[src/rtl/clint_axi.sv]
// Core-local interruptor for a dual-hart RISC-V system: MSIP0/1 and SSIP0/1 behind an AXI3 slave.
// Latency: interrupt lines are the register bits; a write beat reaches them the next cycle; read data is combinational.
// Backpressure: one transaction per channel in flight; bvalid/rvalid hold until bready/rready, no timeouts.
//
// Ports: clk_i, rst_i (async active-low) | mipi0_o, mipi1_o, sipi0_o, sipi1_o interrupt lines |
//   aw*/w*/b* write channel | ar*/r* read channel | write_complete pulses on the write-response handshake.
// Build option: define CLINT_SLVERR_EN to answer unmapped accesses with SLVERR; without it they get OKAY.
module clint_axi #(
  parameter logic [31:0] MSIP0_ADDR = 32'h0200_0000,
  parameter logic [31:0] MSIP1_ADDR = 32'h0200_0004,
  parameter logic [31:0] SSIP0_ADDR = 32'h0200_C000,
  parameter logic [31:0] SSIP1_ADDR = 32'h0200_C004
) (
  input  logic        clk_i,
  input  logic        rst_i,
  output logic        mipi0_o,
  output logic        mipi1_o,
  output logic        sipi0_o,
  output logic        sipi1_o,
  input  logic [3:0]  awid,
  input  logic [31:0] awaddr,
  input  logic [3:0]  awlen,
  input  logic [2:0]  awsize,
  input  logic [1:0]  awburst,
  input  logic [1:0]  awlock,
  input  logic [3:0]  awcache,
  input  logic [2:0]  awprot,
  input  logic        awvalid,
  output logic        awready,
  input  logic [3:0]  wid,
  input  logic [31:0] wrdata,
  input  logic [3:0]  wstrb,
  input  logic        wlast,
  input  logic        wvalid,
  output logic        wready,
  output logic [3:0]  bid,
  output logic [1:0]  bresp,
  output logic        bvalid,
  input  logic        bready,
  input  logic [3:0]  arid,
  input  logic [31:0] araddr,
  input  logic [3:0]  arlen,
  input  logic [2:0]  arsize,
  input  logic [1:0]  arlock,
  input  logic [3:0]  arcache,
  input  logic [2:0]  arprot,
  input  logic        arvalid,
  output logic        arready,
  output logic [3:0]  rid,
  output logic [31:0] rdata,
  output logic [1:0]  rresp,
  output logic        rlast,
  output logic        rvalid,
  input  logic        rready,
  output logic        write_complete
);

  localparam logic [1:0] RESP_OKAY = 2'b00;
`ifdef CLINT_SLVERR_EN
  localparam logic [1:0] UNMAPPED_RESP = 2'b10;  // SLVERR
`else
  localparam logic [1:0] UNMAPPED_RESP = 2'b00;  // OKAY
`endif

  typedef enum logic [1:0] {W_IDLE, W_DATA, W_RESP} w_state_e;
  typedef enum logic       {R_IDLE, R_DATA}         r_state_e;

  // Latched write-address context.
  typedef struct packed {
    logic [29:0] word;
    logic [3:0]  id;
  } wctx_t;

  // Latched read-address context plus remaining-beat counter.
  typedef struct packed {
    logic [29:0] word;
    logic [3:0]  id;
    logic [3:0]  left;
  } rctx_t;

  // Word-address decode: result[2] = mapped, result[1:0] = pending-bit index.
  function automatic logic [2:0] decode(input logic [29:0] word);
    logic [2:0] res;
    res = 3'b000;
    if (word == MSIP0_ADDR[31:2])      res = 3'b100;
    else if (word == MSIP1_ADDR[31:2]) res = 3'b101;
    else if (word == SSIP0_ADDR[31:2]) res = 3'b110;
    else if (word == SSIP1_ADDR[31:2]) res = 3'b111;
    return res;
  endfunction

  // Bit order: [0]=MSIP0, [1]=MSIP1, [2]=SSIP0, [3]=SSIP1.
  logic [3:0] pend_q;

  // Low during reset and for the first cycle after it, so the address channels
  // never advertise ready while the block is held in reset.
  logic live_q;

  w_state_e w_state_q, w_state_d;
  r_state_e r_state_q, r_state_d;
  wctx_t    wctx_q;
  rctx_t    rctx_q;

  logic       aw_hs, w_hs, b_hs, ar_hs, r_hs;
  logic [2:0] w_dec, r_dec;
  logic       w_hit, r_hit;
  logic [1:0] w_sel, r_sel;

  // Address attributes, ID of data beats and the upper data/strobe lanes have no effect here.
  logic unused_inputs;
  assign unused_inputs = ^{awaddr[1:0], awsize, awburst, awlock, awcache, awprot, wid,
                           wrdata[31:1], wstrb[3:1], araddr[1:0], arsize, arlock, arcache, arprot};

  assign aw_hs = awvalid & awready;
  assign w_hs  = wvalid & wready;
  assign b_hs  = bvalid & bready;
  assign ar_hs = arvalid & arready;
  assign r_hs  = rvalid & rready;

  assign w_dec = decode(wctx_q.word);
  assign w_hit = w_dec[2];
  assign w_sel = w_dec[1:0];
  assign r_dec = decode(rctx_q.word);
  assign r_hit = r_dec[2];
  assign r_sel = r_dec[1:0];

  assign mipi0_o = pend_q[0];
  assign mipi1_o = pend_q[1];
  assign sipi0_o = pend_q[2];
  assign sipi1_o = pend_q[3];

  always_ff @(posedge clk_i or negedge rst_i) begin
    if (!rst_i) live_q <= 1'b0;
    else        live_q <= 1'b1;
  end

  // Pending bits: every strobed beat to a mapped address overwrites, so the last beat wins.
  always_ff @(posedge clk_i or negedge rst_i) begin
    if (!rst_i) begin
      pend_q <= '0;
    end else if (w_hs && wstrb[0] && w_hit) begin
      pend_q[w_sel] <= wrdata[0];
    end
  end

  // ---------------- write channel ----------------
  always_ff @(posedge clk_i or negedge rst_i) begin
    if (!rst_i) begin
      w_state_q <= W_IDLE;
      wctx_q    <= '0;
    end else begin
      w_state_q <= w_state_d;
      if (aw_hs) begin
        wctx_q.word <= awaddr[31:2];
        wctx_q.id   <= awid;
      end
    end
  end

  always_comb begin
    w_state_d = w_state_q;
    case (w_state_q)
      W_IDLE:  if (aw_hs)         w_state_d = W_DATA;
      W_DATA:  if (w_hs && wlast) w_state_d = W_RESP;
      W_RESP:  if (b_hs)          w_state_d = W_IDLE;
      default:                    w_state_d = W_IDLE;
    endcase
  end

  always_comb begin
    awready        = 1'b0;
    wready         = 1'b0;
    bvalid         = 1'b0;
    bresp          = RESP_OKAY;
    bid            = wctx_q.id;
    write_complete = 1'b0;
    case (w_state_q)
      W_IDLE: awready = live_q;
      W_DATA: wready  = 1'b1;
      W_RESP: begin
        bvalid         = 1'b1;
        bresp          = w_hit ? RESP_OKAY : UNMAPPED_RESP;
        write_complete = bready;
      end
      default: ;
    endcase
  end

  // ---------------- read channel ----------------
  always_ff @(posedge clk_i or negedge rst_i) begin
    if (!rst_i) begin
      r_state_q <= R_IDLE;
      rctx_q    <= '0;
    end else begin
      r_state_q <= r_state_d;
      if (ar_hs) begin
        rctx_q.word <= araddr[31:2];
        rctx_q.id   <= arid;
        rctx_q.left <= arlen;
      end else if (r_hs && (rctx_q.left != 4'd0)) begin
        rctx_q.left <= rctx_q.left - 4'd1;
      end
    end
  end

  always_comb begin
    r_state_d = r_state_q;
    case (r_state_q)
      R_IDLE:  if (ar_hs)                          r_state_d = R_DATA;
      R_DATA:  if (r_hs && (rctx_q.left == 4'd0))  r_state_d = R_IDLE;
      default:                                     r_state_d = R_IDLE;
    endcase
  end

  // Read data comes straight from pend_q, so a read in the same cycle as a
  // write to that bit returns the value from before the write.
  always_comb begin
    arready = 1'b0;
    rvalid  = 1'b0;
    rlast   = 1'b0;
    rresp   = RESP_OKAY;
    rdata   = '0;
    rid     = rctx_q.id;
    case (r_state_q)
      R_IDLE: arready = live_q;
      R_DATA: begin
        rvalid = 1'b1;
        rlast  = (rctx_q.left == 4'd0);
        rresp  = r_hit ? RESP_OKAY : UNMAPPED_RESP;
        rdata  = r_hit ? {31'b0, pend_q[r_sel]} : 32'b0;
      end
      default: ;
    endcase
  end

endmodule

[config.mk]
export PLATFORM = sky130hd
export DESIGN_NAME = clint_axi
export DESIGN_NICKNAME = d
export VERILOG_FILES = /design/src/rtl/clint_axi.sv
export SDC_FILE = /design/constraint.sdc
export NUM_CORES = 1
export LEC_CHECK = 0
export ABC_AREA = 1
export CAP_MARGIN = 10
export CORE_UTILIZATION = 40
export DETAILED_ROUTE_END_ITERATION = 16
export HOLD_SLACK_MARGIN = 0.05
export PLACE_DENSITY = 0.81
export SLEW_MARGIN = 20
export SYNTH_ARGS = -nofsm -noshare
export SYNTH_HDL_FRONTEND = slang
export SYNTH_SLANG_ARGS = --single-unit
[constraint.sdc]
create_clock -name clk_i -period 1.55 [get_ports clk_i]
set_input_delay 0.2325 -clock clk_i [delete_from_list [all_inputs] [get_ports clk_i]]
set_output_delay 0.2325 -clock clk_i [all_outputs]
set_load 0.05 [all_outputs]
==> results.toml, run 1 <==
[power_and_ir_drop]
peakVddDrop_mv = 1.13
p_comb_frac = 0.435
p_clk_frac = 0.159
p_per_area_nw_per_um2 = 1590
p_int_uw = 5240
switching_share = 0.396
p_sw_uw = 3440
seqPwrFrac = 0.405
p_leak_uw = 0.00269

[synth]
synth_seq_area_share = 0.506
synthArstFlopShare = 1.00
synth_flop_cell = "dfrtp_1"
synthCells = 460
syn_area_um2 = 3960
synth.most_common_cell = "nand2_1"
yosys_warnings = 0
yosys-top-cells-count = "nand2_1, dfrtp_1, nor2_1"
synth_top_area_frac = 0.506
ys_types = 29
synth_seq_cells = 80
synth_edf_count = 0
syn_avg_cell_area_um2 = 8.60
synth_area_leaders = "dfrtp_1, nand2_1, buf_4, nor2_1, mux2_4"
synth_top_area_cell = "dfrtp_1"

[timing]
final.period_utilization = 1.22
period_needed_ns = 1.89
hold_slack_ns = 0.345
hold_viol_final = 0
setup_ws_ns = -0.339
fmax_ghz = 0.529
fin_skew_ns = 0.00714
setup_viol = 2
slew_viol_final = 0
rsz0062_at_grt = "true"

[placed_design]
port_buffers = 101
pre_cts_slack_ns = -0.0669
hpwlAfterDp_um = 6310
gp_congestion = 0.776

[clock_tree]
cts_inserted_buffers = 9
root_buffer = "clkbuf_8"
htreeDepth = 3
cts_tree = "done"
clock_path_buffers = 2
clkTransAtPathRegs_ns = 0.09
clk-insertion-delay-late_ns = 0.35
cts.sinks = 80

[setup_path]
crit_type = "flip-flop to output port"
cpMostUsedCell = "nand2_2"
cp_slowest_cell = "dfrtp_1"
rrSetupSlack_ns = 0.06
critical_path.startpoint_type = "flip-flop"
critPathMaxStageDelay_ns = 0.40
worstPathArrival_ns = 1.66
reg2reg_from = "w_state_q[1]"
path_max_fanout = 2
r2r_end = "wctx_q[30]"
endpoint_kind = "output port"
reg2reg_depth = 6
crit_chain = "nor4b_2, buf_4, nand2_2, nor2_2, nand2_2, nor2_4, buf_12"
critical_path_required_ns = 1.32
critPathTopFamily = "simple AND/OR/NAND/NOR gates"
critPathBufInv = 2

[die]
core-area_um2 = 9420
die_h_um = 101
io_pins = 209
fp-row-count = 35
die_w_um = 101
die-area_um2 = 10300
start_util = 0.420

[global_routing]
track_usage = 0.175
grt_pass1_vias = 3258
grt_max_degree = 35
grt_overflow = 0
antenna_found_initial = 0
grt_pass1_wl_um = 14000

[final_layout]
drive_gt1_frac = 0.197
multi_input_area_um2 = 1660
antennaDiodeCount = 0
fin_nets = 728
area_growth_pct = 38.4
fillerInstances = 817
regArea_um2 = 2000
fin_util = 0.581

[detailed_routing]
drt-initial-drc-count = 65
dr.pass1.iters = 4
drc = 0
finalWirelength_um = 8660
vias_per_cell = 4.47
num_vias = 3159
wl_per_cell_um = 12.2
antenna_left = 0

[flow_run]
cap_violations = 0

[outcome]
violations = "negative setup slack"
status = "complete, but fails checks"

[worst_hold_path]
hold_path_class = "primary input to async pin"
[logic make-up after synthesis]
| logic type | share of synthesized area |
|---|---|
| compound gates | 0.0547 |
| xor+xnor | 0.00443 |
| fa+ha+maj | 0.00316 |
| buf+inv | 0.139 |
| flops | 0.506 |
| mux | 0.0569 |
| other cells | 0.00190 |
| simple gates | 0.233 |
[flip-flops by register name (all words and copies together) (netlist names)]
register,cells
r_state_q,1
live_q,1
rid,4
rctx_q,34
bid,4
wctx_q,30
w_state_q,2
pend_q,4
[placed cells by master, fill, tap and decap left out, drive strengths merged, types with 4 or more instances in the layout]
master         count
o21ai             12
mux2              16
conb              36
nor2              50
clkbuf            10
nand3             13
a21oi             20
inv               42
buf               41
nand2            154
nor4               6
clkdlybuf4s50     80
clkinvlp           4
dfrtp             80
[repair_timing]
action | 4_1_cts | 5_1_grt
endpoints found under the setup margin | 9 | 27
hold buffers | 1 | 0
buffers inserted | 3 | 1
pin swaps | 4 | 6
resized for setup | 18 | 15
endpoints found under the hold margin | 30 | 0
gates cloned | 0 | 2
[metrics by stage]
stage          setup TNS [ns]  instance area (µm²)  cells  power [µW]
2_1_floorplan           -2.23                 4110    494        6020
3_3_place_gp          -0.0135                 5100    684        6810
3_5_place_dp          -0.0669                 5100    684        6980
4_1_cts                -0.535                 5390    704        8610
5_1_grt                -0.617                 5470    707        9260
6_report               -0.354                 5470    707        8680
[how the worst max path moves through the flow]
stage,from,to,slack [ns],cells past startpoint
2_1_floorplan,w_state_q[0],wctx_q[14],-0.15,4
3_3_place_gp,rctx_q[33],rdata[0],-0.01,7
3_5_place_dp,rctx_q[33],rdata[0],-0.07,7
4_1_cts,rctx_q[35],rdata[0],-0.38,7
5_1_grt,rctx_q[32],rdata[0],-0.40,7
6_report,rctx_q[32],rdata[0],-0.34,7
[area by class of cell]
cell class	count	share of cell area
Sequential cell	80	0.366
Multi-Input combinational cell	319	0.303
Timing Repair Buffer	123	0.241
Tap cell	129	0.0295
Inverter	40	0.0274
Clock buffer	9	0.0226
Clock inverter	7	0.0103
[power by group through the flow]
| stage | Clock (µW) | Combinational (µW) | Sequential (µW) |
|---|---|---|---|
| floorplan | 0 | 2610 | 3410 |
| global placement | 0 | 3360 | 3450 |
| detailed placement | 0 | 3470 | 3510 |
| CTS | 1430 | 3680 | 3500 |
| global route | 1510 | 4150 | 3600 |
| finish | 1380 | 3780 | 3520 |
[routing by layer]
layer	share of wire	GRT usage	vias up
met5	0	0	-
met4	0.011	0.0468	0
met3	0.071	0.0518	11
met2	0.51	0.326	109
met1	0.41	0.194	1463
li1	-	-	1576
No activity file was read; power rests on OpenSTA's default activity.
==> inputs of run 2 (changes only) <==
GPL_TIMING_DRIVEN = 1   (was default)
==> results of run 2 <==
The final DEF is identical to that of run 1; final timing and power are the same.
==> inputs of run 3 (changes only) <==
HOLD_SLACK_MARGIN = default   (was 0.05)
==> results of run 3 <==
The final DEF is identical to that of run 1; final timing and power are the same.
